--- src/rtl/kfpga_config_loader_if.sv ---
// Bitstream source handshake between a FIFO/DMA (master) and the config loader (slave).
interface kfpga_config_loader_if #(
  parameter int WORD_WIDTH = 32
);
  logic [WORD_WIDTH-1:0] word_data;
  logic                  word_valid;
  logic                  word_ready;

  modport master (output word_data, word_valid, input word_ready);
  modport slave  (input word_data, word_valid, output word_ready);
endinterface

--- src/rtl/kfpga_config_loader.sv ---
// kFPGA configuration chain sequencer: optional flush + marker probe of chain length,
// then LSB-first serial load of the bitstream; holds fabric reset until done.
module kfpga_config_loader #(
  parameter int WORD_WIDTH   = 32,
  parameter int CHAIN_LENGTH = 4096,
  parameter int COUNT_WIDTH  = 16,
  parameter bit PROBE_ENABLE = 1'b1
) (
  input  logic                 config_clock,
  input  logic                 config_nreset,
  input  logic                 start,
  kfpga_config_loader_if.slave word_if,
  output logic                 chain_out,
  output logic                 chain_enable,
  input  logic                 chain_in,
  output logic                 core_nreset,
  output logic                 busy,
  output logic                 done,
  output logic                 error
);
  localparam int BW = $clog2(WORD_WIDTH + 1);
  localparam logic [COUNT_WIDTH-1:0] LEN_C = COUNT_WIDTH'(CHAIN_LENGTH);
  localparam logic [BW-1:0]          WW_C  = BW'(WORD_WIDTH);

  typedef enum logic [2:0] {IDLE, FLUSH, PROBE, LOAD, DONE, ERROR} state_t;

  state_t                 r_state, w_state;
  logic [COUNT_WIDTH-1:0] r_cnt, w_cnt, w_cnt_inc;
  logic [BW-1:0]          r_bits, w_bits;
  logic [WORD_WIDTH-1:0]  r_word, w_word;
  logic r_ready, w_ready, r_out, w_out, r_en, w_en;
  logic r_nrst, w_nrst, r_busy, w_busy, r_done, w_done, r_err, w_err;

  assign w_cnt_inc          = r_cnt + 1'b1;
  assign word_if.word_ready = r_ready;
  assign chain_out          = r_out;
  assign chain_enable       = r_en;
  assign core_nreset        = r_nrst;
  assign busy               = r_busy;
  assign done               = r_done;
  assign error              = r_err;

  always_ff @(posedge config_clock or negedge config_nreset) begin
    if (!config_nreset) begin
      r_state <= IDLE;
      r_cnt   <= '0;
      r_bits  <= '0;
      r_word  <= '0;
      r_ready <= 1'b0;
      r_out   <= 1'b0;
      r_en    <= 1'b0;
      r_nrst  <= 1'b0;
      r_busy  <= 1'b0;
      r_done  <= 1'b0;
      r_err   <= 1'b0;
    end else begin
      r_state <= w_state;
      r_cnt   <= w_cnt;
      r_bits  <= w_bits;
      r_word  <= w_word;
      r_ready <= w_ready;
      r_out   <= w_out;
      r_en    <= w_en;
      r_nrst  <= w_nrst;
      r_busy  <= w_busy;
      r_done  <= w_done;
      r_err   <= w_err;
    end
  end

  always_comb begin
    w_state = r_state;
    w_cnt   = r_cnt;
    w_bits  = r_bits;
    w_word  = r_word;
    w_ready = r_ready;
    w_out   = r_out;
    w_en    = r_en;
    w_nrst  = r_nrst;
    w_busy  = r_busy;
    w_done  = r_done;
    w_err   = r_err;
    case (r_state)
      IDLE, DONE, ERROR: begin
        if (start) begin
          w_done = 1'b0;
          w_err  = 1'b0;
          w_busy = 1'b1;
          w_nrst = 1'b0;
          w_cnt  = '0;
          w_out  = 1'b0;
          if (PROBE_ENABLE) begin
            w_state = FLUSH;
            w_en    = 1'b1;
          end else begin
            w_state = LOAD;
            w_ready = 1'b1;
            w_en    = 1'b0;
          end
        end
      end
      FLUSH: begin
        w_cnt = w_cnt_inc;
        if (w_cnt_inc == LEN_C) begin
          w_state = PROBE;
          w_out   = 1'b1;
          w_cnt   = '0;
        end
      end
      PROBE: begin
        // While shifting, any marker before c reaches the chain length means a short chain;
        // once shifting stops at c==length, chain_in must show the marker.
        if (r_en && !(r_cnt != '0 && chain_in)) begin
          w_cnt = w_cnt_inc;
          w_out = 1'b0;
          if (w_cnt_inc == LEN_C) w_en = 1'b0;
        end else if (!r_en && chain_in) begin
          w_state = LOAD;
          w_ready = 1'b1;
          w_cnt   = '0;
        end else begin
          w_state = ERROR;
          w_en    = 1'b0;
          w_out   = 1'b0;
          w_busy  = 1'b0;
          w_err   = 1'b1;
        end
      end
      LOAD: begin
        if (r_ready) begin
          if (word_if.word_valid) begin
            w_word  = word_if.word_data >> 1;
            w_out   = word_if.word_data[0];
            w_bits  = WW_C;
            w_ready = 1'b0;
            w_en    = 1'b1;
          end
        end else if (r_en) begin
          w_cnt  = w_cnt_inc;
          w_bits = r_bits - 1'b1;
          w_out  = r_word[0];
          w_word = r_word >> 1;
          if (w_cnt_inc == LEN_C) begin
            w_state = DONE;
            w_en    = 1'b0;
            w_out   = 1'b0;
            w_busy  = 1'b0;
            w_done  = 1'b1;
            w_nrst  = 1'b1;
          end else if (r_bits == BW'(1)) begin
            w_en    = 1'b0;
            w_out   = 1'b0;
            w_ready = 1'b1;
          end
        end
      end
      default: w_state = IDLE;
    endcase
  end
endmodule
--- src/flat_wrapper.sv ---
// flat-port wrapper written by rule: the top's interface ports become plain ports
module kfpga_config_loader_flat 
#(
  parameter int WORD_WIDTH   = 32,
  parameter int CHAIN_LENGTH = 4096,
  parameter int COUNT_WIDTH  = 16,
  parameter bit PROBE_ENABLE = 1'b1
)
  (config_clock, config_nreset, start, chain_out, chain_enable, chain_in, core_nreset, busy, done, error, word_if_word_data, word_if_word_valid, word_if_word_ready);
  kfpga_config_loader_if #(.WORD_WIDTH(WORD_WIDTH)) word_if_i ();
  input  logic config_clock;
  input  logic config_nreset;
  input  logic start;
  output logic chain_out;
  output logic chain_enable;
  input  logic chain_in;
  output logic core_nreset;
  output logic busy;
  output logic done;
  output logic error;
  input wire logic [$bits(word_if_i.word_data)-1:0] word_if_word_data;
  input wire logic [$bits(word_if_i.word_valid)-1:0] word_if_word_valid;
  output wire logic [$bits(word_if_i.word_ready)-1:0] word_if_word_ready;
  assign word_if_i.word_data = word_if_word_data;
  assign word_if_i.word_valid = word_if_word_valid;
  assign word_if_word_ready = word_if_i.word_ready;
  kfpga_config_loader #(.WORD_WIDTH(WORD_WIDTH), .CHAIN_LENGTH(CHAIN_LENGTH), .COUNT_WIDTH(COUNT_WIDTH), .PROBE_ENABLE(PROBE_ENABLE)) u_core (.config_clock(config_clock), .config_nreset(config_nreset), .start(start), .word_if(word_if_i), .chain_out(chain_out), .chain_enable(chain_enable), .chain_in(chain_in), .core_nreset(core_nreset), .busy(busy), .done(done), .error(error));
endmodule
--- config.mk ---
export PLATFORM = sky130hd
export DESIGN_NAME = kfpga_config_loader_flat
export DESIGN_NICKNAME = d
export VERILOG_FILES = /design/src/rtl/kfpga_config_loader_if.sv /design/src/rtl/kfpga_config_loader.sv /design/src/flat_wrapper.sv
export SDC_FILE = /design/constraint.sdc
export NUM_CORES = 1
export LEC_CHECK = 0
export BUFFER_PORTS_ARGS = -buffer_cell sky130_fd_sc_hd__buf_4
export CAP_MARGIN = 20
export CORE_ASPECT_RATIO = 0.75
export CORE_MARGIN = 3
export CORE_UTILIZATION = 52
export CTS_BUF_LIST = sky130_fd_sc_hd__clkbuf_8 sky130_fd_sc_hd__clkbuf_16
export CTS_CLUSTER_DIAMETER = 60
export DETAILED_ROUTE_END_ITERATION = 8
export PLACE_DENSITY = 0.78
export SYNTH_ARGS = -nofsm -noshare
export SYNTH_HDL_FRONTEND = slang
export SYNTH_SLANG_ARGS = --single-unit
--- constraint.sdc ---
create_clock -name config_clock -period 2.6 [get_ports config_clock]
set_input_delay 0.78 -clock config_clock [delete_from_list [all_inputs] [get_ports config_clock]]
set_output_delay 0.78 -clock config_clock [all_outputs]
set_load 0.1 [all_outputs]
-- Yosys cells after proc, flatten, opt, wreduce, memory -nomap -nowiden
Cells that the tools add are included.
- flip-flop bits (word level): 63
- memories: 0
- bits in latches: 0
- ROM bits: 0
- output and inout bits: 7
- word-level logic and storage cells: 114
- bits in writable memories: 0
- magnitude comparators: 0
- reduce and logical (&&, ||, !) cells: 23
- shift operators: 0
- equality and inequality tests: 21
- bitwise operators: 0
- multiply operators: 0
- multiplexer cells: 58
- divide/modulo/power cells: 0
- add/sub/neg operators: 2
- operator list (cell ; count):
    $mux W16 ; 6
    $mux W32 ; 3
    $pmux W16 S4 ; 1
    $mux W1 ; 31
    $mux W3 ; 7
    $mux W6 ; 3
    $add A16 B1 Y16 const B ; 1
    $eq A16 B13 Y1 const B ; 1
    $reduce_bool A16 Y1 ; 1
    $reduce_and A5 Y1 ; 3
    $pmux W3 S4 ; 1
    $reduce_and A6 Y1 ; 2
    $ne A2 B2 Y1 const B ; 5
    $ne A2 B1 Y1 const B ; 4
    $reduce_bool A2 Y1 ; 4
    $reduce_and A7 Y1 ; 1
    $eq A3 B2 Y1 const B ; 2
    $eq A3 B3 Y1 const B ; 2
    $eq A6 B1 Y1 const B ; 1
    $ne A3 B1 Y1 const B ; 2
    $ne A3 B2 Y1 const B ; 2
    $pmux W1 S2 ; 3
    $pmux W1 S3 ; 2
    $reduce_and A3 Y1 ; 2
    other kinds (11) ; 14

-- Logic depth before layout (Yosys ltp)
Gate-level depths: netlist (run 1).
- word-level depth: 6
- gate-level depth with buffers: 10

-- Worst setup path after synthesis (run 1)
OpenSTA, ideal clock, no wires.
- kind: reg-to-reg
- start: register u_core.r_en, in the netlist u_core.chain_enable
- end: register u_core.r_bits[4]
- arrival time: 2.403 ns
- required time: 2.474 ns
- setup slack: 0.071 ns
- cell stages (with the launch flop): 8
- path through: dfrtp_1 clkbuf_1 nand2b_1 a21oi_1 nand2_1 or3_1 xor2_1 nor2_1
- longest elaborated chain between the ends: 2
- ends and longest elaborated chain (element ; line ; RTL):
    start: declaration ; kfpga_config_loader.sv:31 ; logic r_ready, w_ready, r_out, w_out, r_en, w_en;
    start signal: assignment ; kfpga_config_loader.sv:63 ; r_en <= w_en;
    $reduce_bool A2 Y1 (no line) ; - ;
    $reduce_and A3 Y1 (no line) ; - ;
    end signal: assignment ; kfpga_config_loader.sv:59 ; r_bits <= w_bits;
    end: declaration ; kfpga_config_loader.sv:29 ; logic [BW-1:0] r_bits, w_bits;
No other way between the ends.
A chain may end at the register's enable or synchronous reset.

-- Worst setup path in the final report (run 1)
- start: register u_core.r_cnt[1]
- end: register u_core.r_cnt[1]
- longest elaborated chain between the ends: 6
- ends and longest elaborated chain (element ; line ; RTL):
    start: declaration ; kfpga_config_loader.sv:28 ; logic [COUNT_WIDTH-1:0] r_cnt, w_cnt, w_cnt_inc;
    start signal: assignment ; kfpga_config_loader.sv:58 ; r_cnt <= w_cnt;
    branches (longest 6 deep; another with $add A16 B1 Y16) ; - ;
Several ways; the timed one is not identified. The select of a mux whose other input is x is not followed.

==> impl_metrics.env, run 1 <==
export IMPL_swShare=0.412
export IMPL_io_buffers=43
export IMPL_final_common_cell="dfrtp_1"
export IMPL_cp_data_arrival_time_ps=2750
export IMPL_ys_flop_type="dfrtp_1"
export IMPL_setup_viol=0
export IMPL_postLayoutCellArea_um2=4260
export IMPL_maxCapViolCount=0
export IMPL_postSynthCellCount=393
export IMPL_slew_headroom=0.572
export IMPL_wl_per_cell_um=15.5
export IMPL_status="completed"
export IMPL_postRouteAntennaNets=0
export IMPL_critical_path_max_fanout=6
export IMPL_fmax_ghz=0.403
export IMPL_min_path_type="primary input to asynchronous set/reset pin"
export IMPL_wirelength_um=8100
export IMPL_io_pins=44
export IMPL_end_kind="register"
export IMPL_rsz0062_at_grt="true"
export IMPL_p_clk_frac=0.221
export IMPL_cts_root_buf="clkbuf_8"
export IMPL_n_antenna_cell=0
export IMPL_ys_seq_area_frac=0.440
export IMPL_critical_path_class="register to register"
export IMPL_slew_viol_final=0
export IMPL_routed_via_count=3050
export IMPL_dieArea_um2=7810
export IMPL_power_density_nw_per_um2=1120
export IMPL_internal_power_mw=2.81
export IMPL_seqPwrFrac=0.358
export IMPL_nets=479
export IMPL_gp_congestion=0.987
export IMPL_ir_drop_mv=0.621
export IMPL_syn_area_um2=3520
export IMPL_finalPower_mw=4.78
export IMPL_cts_reportedPaths_clkPinSlew_ps=70
export IMPL_grt_pass1_wl_um=13500
export IMPL_final_cell_mix="dfrtp_1 (60), buf_4 (59), nor2_1 (57)"
export IMPL_core_area_um2=6440
export IMPL_synth_seq_cells=62
export IMPL_p_leak_nw=1.77
export IMPL_fp_dieH_um=77.3
export IMPL_grt_max_degree=62
export IMPL_dp_cells=508
export IMPL_slowest_stage="or4_4"
export IMPL_switching_power_mw=1.97
export IMPL_cts_tree="built"
export IMPL_drc_errors=0
export IMPL_async_flop_share=1.00
export IMPL_tightest_slew_ps=641
export IMPL_drt_vias_per_instance=5.82
export IMPL_placed_area_um2=3980
export IMPL_synth_area_per_cell_um2=8.96
export IMPL_htreeDepth=3
export IMPL_worstPathCellList="ha_4 -> nand4_1 -> or4_4 -> xnor2_2 -> o2111ai_2 -> a21oi_4 -> buf_4 -> or4b_1 -> o21ai_1"
export IMPL_hold_buffers=0
export IMPL_period_minus_slack_ps=2480
export IMPL_instances_no_fill=524
export IMPL_critPathTopFamily="simple AND/OR/NAND/NOR gates"
export IMPL_grt_pass1_vias=2859
export IMPL_p_comb_frac=0.421
export IMPL_skew_ps=9.01
export IMPL_drive_above_1_share=0.217
export IMPL_cts_sinks=62
export IMPL_critPathBufInv=1
export IMPL_rows=25
export IMPL_hold_viol_final=0
export IMPL_overflow=0
export IMPL_required_ps=2870
export IMPL_dr_pass1_iters=4
export IMPL_start_util=0.547
export IMPL_clkLatencyLatePin_ps=350
export IMPL_dr_first_iter_drc_count=242
export IMPL_antenna_found_initial=0
export IMPL_area_growth_pct=20.9
export IMPL_grtUsageTotal=0.220
export IMPL_yosysWarningCount=0
export IMPL_dp_hpwl_um=5510
export IMPL_min_period_over_period=0.954
export IMPL_startpoint_type="register"
export IMPL_synth_cell_types=55
export IMPL_syn_num_nets=434
export IMPL_die_x_um=101
export IMPL_cts_setup_buffers=0
export IMPL_synth_edff_count=0
export IMPL_critPathMaxStageDelay_ps=530
export IMPL_cts_buffers=9
export IMPL_cts_max_path_buffers=2
## repair_timing
action | 4_1_cts | 5_1_grt
setup endpoints to repair | 9 | 10
gates resized for setup | 1 | 6
pin swaps | 0 | 1
## synth_stat cells, types with 4 or more instances
library cell	n	area share
dfrtp_1	62	0.44
nor2_1	57	0.061
a21oi_1	41	0.058
nand2_1	35	0.037
mux2i_1	33	0.094
o21ai_0	20	0.028
clkbuf_1	19	0.020
nor3_1	13	0.018
inv_1	9	0.0096
nand3_1	7	0.0099
nand4_1	7	0.012
o31ai_1	7	0.015
a22o_1	6	0.015
nor2b_1	5	0.0089
nor4_1	5	0.0089
ha_1	4	0.014
nand2b_1	4	0.0071
o22ai_1	4	0.0071
## area by class of cell
cell class / count / area (um^2)
Sequential cell: 62 / 1550
Timing Repair Buffer: 60 / 463
Inverter: 9 / 33.8
Tap cell: 81 / 101
Clock buffer: 10 / 138
Fill cell: 520 / 2180
Clock inverter: 6 / 109
Multi-Input combinational cell: 296 / 1860
## per-stage QoR
step	hold WS [ps]	TNS (ps)	worst slack (ps)	util
final	417	0	119	0.661
after global routing	438	-4.56	-3.94	0.661
after CTS	428	0	57.2	0.657
after detailed placement	506	-432	-83.3	0.617
after global placement	507	-1.39	-1.39	0.617
after floorplan	484	0	70.8	-
## routing by layer
layer	vias to the layer above	routed length, um	global-route usage
met3	9	482	0.0682
met2	93	3670	0.333
met1	1443	3860	0.306
met4	0	91	0.0558
li1	1505	-	-
met5	-	0	0
## power by group through the flow
stage	Combinational (mW)	Sequential (mW)	Clock, mW
after global routing	2.25	1.76	1.12
final	2.01	1.71	1.06
after detailed placement	1.98	1.70	0
after floorplan	1.48	1.71	0
after global placement	1.92	1.68	0
after CTS	1.99	1.69	1.07
## final timing paths
check,from,end,slack [ps],cells after the start
setup / recovery,u_core.r_cnt[1],u_core.r_cnt[1],120,9
hold / removal,config_nreset,u_core.r_word[4],420,1
setup reg to reg,u_core.r_cnt[1],u_core.r_cnt[1],120,9
hold reg to reg,u_core.r_word[5],u_core.r_word[5],530,2
max in group asynchronous,config_nreset,u_core.r_word[15],1660,2
min in group config_clock,u_core.r_word[5],u_core.r_word[5],530,2
## cells by family (layout without fill, tap and decap cells)
kind of cell / count (synthesis) / after routing / share of synthesized area
simple gates: 149 / 149 / 0.201
compound gates: 102 / 102 / 0.184
flops: 62 / 62 / 0.440
buf+inv: 35 / 85 / 0.0437
mux: 34 / 34 / 0.0970
xor+xnor: 7 / 7 / 0.0195
fa+ha+maj: 4 / 4 / 0.0142
## sequential cells by signal, indices dropped and copies added, names as in the netlist
signal,cells
u_core.r_state,3
u_core.chain_out,1
u_core.error,1
u_core.word_if.word_ready,1
u_core.busy,1
u_core.r_cnt,16
u_core.r_word,31
u_core.core_nreset,1
u_core.chain_enable,1
u_core.r_bits,6
No activity file was read; power rests on OpenSTA's default activity.
==> run 2: changes to the inputs <==
Settings changed: CORE_UTILIZATION 52 to 60, PLACE_DENSITY 0.78 to 0.84.
Clock period 2.6 ns to 2.9 ns, I/O delays scaled along.
==> impl_metrics.env, run 2 (same netlist as run 1, synthesis figures left out) <==
export IMPL_status="completed"
export IMPL_power_density_nw_per_um2=1000
export IMPL_cts_sinks=62
export IMPL_min_path_type="register to register"
export IMPL_start_util=0.641
export IMPL_nets=472
export IMPL_gp_congestion=0.936
export IMPL_drive_above_1_share=0.188
export IMPL_wl_per_cell_um=15.8
export IMPL_min_period_over_period=0.927
export IMPL_critPathMaxStageDelay_ps=520
export IMPL_cts_buffers=9
export IMPL_dp_hpwl_um=5560
export IMPL_startpoint_type="register"
export IMPL_worstPathCellList="ha_1 -> nand4_1 -> or4_4 -> xnor2_2 -> o2111ai_2 -> a21oi_4 -> nor3_2 -> buf_4 -> a221o_1"
export IMPL_critical_path_class="register to register"
export IMPL_instances_no_fill=511
export IMPL_wirelength_um=8050
export IMPL_fp_dieH_um=72.4
export IMPL_final_cell_mix="dfrtp_1 (61), nor2_1 (57), buf_4 (53)"
export IMPL_cts_tree="built"
export IMPL_skew_ps=6.22
export IMPL_final_common_cell="dfrtp_1"
export IMPL_largest_reg_flops=31
export IMPL_cts_reportedPaths_clkPinSlew_ps=70
export IMPL_overflow=0
export IMPL_critPathBufInv=1
export IMPL_rows=23
export IMPL_critPathTopFamily="compound AO/OA/AOI/OAI gates"
export IMPL_cts_max_path_buffers=2
export IMPL_hold_viol_final=0
export IMPL_fill_cells=388
export IMPL_p_leak_nw=1.72
export IMPL_grt_pass1_vias=2806
export IMPL_routed_via_count=3069
export IMPL_slew_headroom=0.482
export IMPL_ir_drop_mv=0.557
export IMPL_clkLatencyLatePin_ps=340
export IMPL_slowest_stage="or4_4"
export IMPL_rsz0062_at_grt="false"
export IMPL_cts_root_buf="clkbuf_8"
export IMPL_grt_pass1_wl_um=13500
export IMPL_drc_errors=0
export IMPL_slew_viol_final=0
export IMPL_io_buffers=43
export IMPL_n_antenna_cell=0
export IMPL_top_regs="u_core.r_word (31), u_core.r_cnt (16), u_core.r_bits (6)"
export IMPL_io_pins=44
export IMPL_core_area_um2=5500
export IMPL_fmax_ghz=0.372
export IMPL_tns_ps=0
export IMPL_cts_repair_resized=0
export IMPL_antenna_found_initial=0
export IMPL_post_route_util=0.750
export IMPL_hold_buffers=0
export IMPL_dr_pass1_iters=5
export IMPL_grtUsageTotal=0.256
export IMPL_cts_setup_buffers=0
export IMPL_grt_max_degree=63
export IMPL_period_minus_slack_ps=2690
export IMPL_dr_first_iter_drc_count=235
export IMPL_top_register="u_core.r_word"
export IMPL_critical_path_max_fanout=9
export IMPL_htreeDepth=3
export IMPL_postRouteAntennaNets=0
export IMPL_end_kind="register"
export IMPL_dp_cells=495
export IMPL_setup_viol=0
export IMPL_required_ps=3120
export IMPL_drt_vias_per_instance=6.01
export IMPL_maxCapViolCount=0
export IMPL_cp_data_arrival_time_ps=2910
export IMPL_hold_slack_ps=528
export IMPL_dieArea_um2=6840
export IMPL_die_x_um=94.5
export IMPL_area_growth_pct=17.0
export IMPL_tightest_slew_ps=778
run 2: metal layers:
layer / global-route usage / vias to the layer above / routed length [um] / share of wire
li1: - / 1485 / - / -
met1: 0.364 / 1444 / 3720 / 0.46
met2: 0.373 / 117 / 3530 / 0.44
met3: 0.0663 / 23 / 625 / 0.078
met4: 0.106 / 0 / 178 / 0.022
met5: 0 / - / 0 / 0
run 2: layout make-up:
class,count,area (um^2),share of cell area
Sequential cell,62,1550,0.377
Tap cell,75,93.8,0.0228
Timing Repair Buffer,53,398,0.0965
Multi-Input combinational cell,296,1830,0.444
Clock inverter,6,77.6,0.0188
Clock buffer,10,138,0.0334
Inverter,9,33.8,0.00820
run 2: final timing paths:
path                                    from                   endpoint  slack (ps)  depth (start not counted)
min in group asynchronous      config_nreset           u_core.r_word[5]         590                          1
hold / removal             u_core.r_word[12]          u_core.r_word[12]         530                          2
setup reg to reg             u_core.r_cnt[1]           u_core.r_cnt[10]         210                          9
setup / recovery             u_core.r_cnt[1]           u_core.r_cnt[10]         210                          9
hold reg to reg            u_core.r_word[12]          u_core.r_word[12]         530                          2
max in group asynchronous      config_nreset  u_core.word_if.word_ready        1760                          1
run 2: tightest hold or removal path: stages, from the launching register on:
cell and delay, ps:
dfrtp_1 350, nor2_1 50, a21oi_1 100
run 2: stage by stage:
step	worst slack (ps)	instance area (um^2)	total power [mW]
4_1_cts	218	4120	4.14
5_1_grt	26.1	4120	4.43
3_3_place_gp	312	3910	3.20
3_5_place_dp	230	3910	3.29
2_1_floorplan	371	3520	2.86
6_report	211	4120	4.13
run 2: report_power, final:
group,switching [mW],internal (mW),total [mW],leakage (nW)
Sequential,0.347,1.20,1.55,0.681
Combinational,1.06,0.693,1.76,0.916
Clock,0.326,0.498,0.824,0.119
==> run 3: changes to the inputs <==
Settings changed: BUFFER_PORTS_ARGS -buffer_cell sky130_fd_sc_hd__buf_4 to -buffer_cell sky130_fd_sc_hd__buf_2.
==> impl_metrics.env, run 3 (same netlist as run 1, synthesis figures left out) <==
export IMPL_status="completed"
export IMPL_top_regs="u_core.r_word (31), u_core.r_cnt (16), u_core.r_bits (6)"
export IMPL_final_common_cell="dfrtp_1"
export IMPL_grtUsageTotal=0.259
export IMPL_post_route_util=0.737
export IMPL_critPathTopFamily="compound AO/OA/AOI/OAI gates"
export IMPL_routed_via_count=3103
export IMPL_critPathBufInv=0
export IMPL_dieArea_um2=6840
export IMPL_drt_vias_per_instance=6.08
export IMPL_htreeDepth=3
export IMPL_final_cell_mix="dfrtp_1 (61), nor2_1 (57), buf_2 (43)"
export IMPL_fmax_ghz=0.369
export IMPL_reg2reg_from="u_core.r_cnt[2]"
export IMPL_wirelength_um=8220
export IMPL_n_antenna_cell=0
export IMPL_fp_dieH_um=72.4
export IMPL_wl_per_cell_um=16.1
export IMPL_ir_drop_mv=0.628
export IMPL_end_kind="register"
export IMPL_largest_reg_flops=31
export IMPL_overflow=0
export IMPL_min_path_type="primary input to asynchronous set/reset pin"
export IMPL_cts_buffers=9
export IMPL_postRouteAntennaNets=0
export IMPL_hold_slack_ps=499
export IMPL_p_clk_frac=0.223
export IMPL_die_x_um=94.5
export IMPL_reg2reg_slack_ps=190
export IMPL_slowest_stage="dfrtp_1"
export IMPL_slew_viol_final=0
export IMPL_register_area_um2=1550
export IMPL_grt_pass1_vias=2943
export IMPL_ff2ff_path_depth=7
export IMPL_min_period_over_period=0.935
export IMPL_multi_input_area_um2=1830
export IMPL_core_area_um2=5500
export IMPL_tightest_slew_ps=677
export IMPL_grt_max_degree=62
export IMPL_nets=471
export IMPL_cts_root_buf="clkbuf_8"
export IMPL_cts_reportedPaths_clkPinSlew_ps=70
export IMPL_swShare=0.415
export IMPL_critical_path_max_fanout=11
export IMPL_cts_max_path_buffers=2
export IMPL_postLayoutCellArea_um2=4050
export IMPL_cts_tree="built"
export IMPL_dr_pass1_iters=5
export IMPL_io_buffers=43
export IMPL_antenna_found_initial=0
export IMPL_dr_first_iter_drc_count=410
export IMPL_critical_path_class="register to register"
export IMPL_r2r_end="u_core.r_cnt[8]"
export IMPL_rows=23
export IMPL_period_minus_slack_ps=2710
export IMPL_seqPwrFrac=0.368
export IMPL_drive_above_1_share=0.191
export IMPL_cts_setup_buffers=0
export IMPL_worstPathCellList="and3_1 -> and4_1 -> mux2i_1 -> o2111ai_2 -> a21oi_4 -> nor3_4 -> a221o_1"
export IMPL_critPathMaxStageDelay_ps=490
export IMPL_slew_headroom=0.548
export IMPL_start_util=0.641
export IMPL_skew_ps=5.76
export IMPL_top_register="u_core.r_word"
export IMPL_drc_errors=0
export IMPL_grt_pass1_wl_um=13700
export IMPL_hold_viol_final=0
export IMPL_internal_power_mw=2.46
export IMPL_clkLatencyLatePin_ps=340
export IMPL_cts_sinks=62
export IMPL_maxCapViolCount=0
export IMPL_rsz0062_at_grt="false"
export IMPL_power_density_nw_per_um2=1040
export IMPL_io_pins=44
export IMPL_switching_power_mw=1.74
export IMPL_required_ps=3130
export IMPL_area_growth_pct=15.0
export IMPL_dp_hpwl_um=5740
export IMPL_p_leak_nw=1.69
export IMPL_startpoint_type="register"
export IMPL_tns_ps=0
export IMPL_p_comb_frac=0.409
export IMPL_setup_viol=0
export IMPL_placed_area_um2=3790
export IMPL_cp_data_arrival_time_ps=2940
export IMPL_gp_congestion=1.01
export IMPL_fill_cells=402
run 3: final cells by class:
class / instances / area share
Multi-Input combinational cell: 296 / 0.453
Tap cell: 75 / 0.0232
Inverter: 9 / 0.00834
Clock buffer: 14 / 0.0476
Clock inverter: 2 / 0.0148
Sequential cell: 62 / 0.383
Timing Repair Buffer: 52 / 0.0698
run 3: metal layers:
metal / GRT usage / part of all wire
met5: 0 / 0
met4: 0.0864 / 0.014
met3: 0.0943 / 0.091
met2: 0.392 / 0.45
met1: 0.350 / 0.44
run 3: how the worst max path moves through the flow:
stage / startpoint / endpoint / slack (ps) / cells after the start
final: u_core.r_cnt[2] / u_core.r_cnt[8] / 190 / 7
after global routing: u_core.r_cnt[2] / u_core.r_cnt[10] / 90 / 7
after CTS: u_core.r_cnt[0] / u_core.r_cnt[0] / 130 / 9
after detailed placement: chain_in / u_core.r_cnt[0] / 30 / 7
after global placement: chain_in / u_core.r_cnt[0] / 200 / 7
after floorplan: u_core.chain_enable / u_core.r_bits[4] / 370 / 7
run 3: metrics by stage:
stage	cells	total power, mW	setup slack [ps]
finish	510	4.20	189
detailed placement	494	3.24	28.7
CTS	510	4.19	127
floorplan	393	2.86	371
global placement	494	3.14	205
global route	510	4.51	94.2
run 3: power by group through the flow:
stage          Combinational [mW]  Sequential, mW  Clock (mW)
2_1_floorplan                1.33            1.53           0
3_3_place_gp                 1.62            1.53           0
3_5_place_dp                 1.69            1.55           0
4_1_cts                      1.71            1.54       0.949
5_1_grt                      1.91            1.60        1.00
6_report                     1.72            1.55       0.935
run 3: timing repair:
action	CTS	global route
hold buffers	0	0
resized for setup	0	1
setup endpoints to repair	0	9
run 3: worst reg2reg max path: stages, from the launching register on:
cell	delay (ps)
dfrtp_1	490
and3_1	350
and4_1	320
mux2i_1	390
o2111ai_2	260
a21oi_4	350
nor3_4	130
a221o_1	320
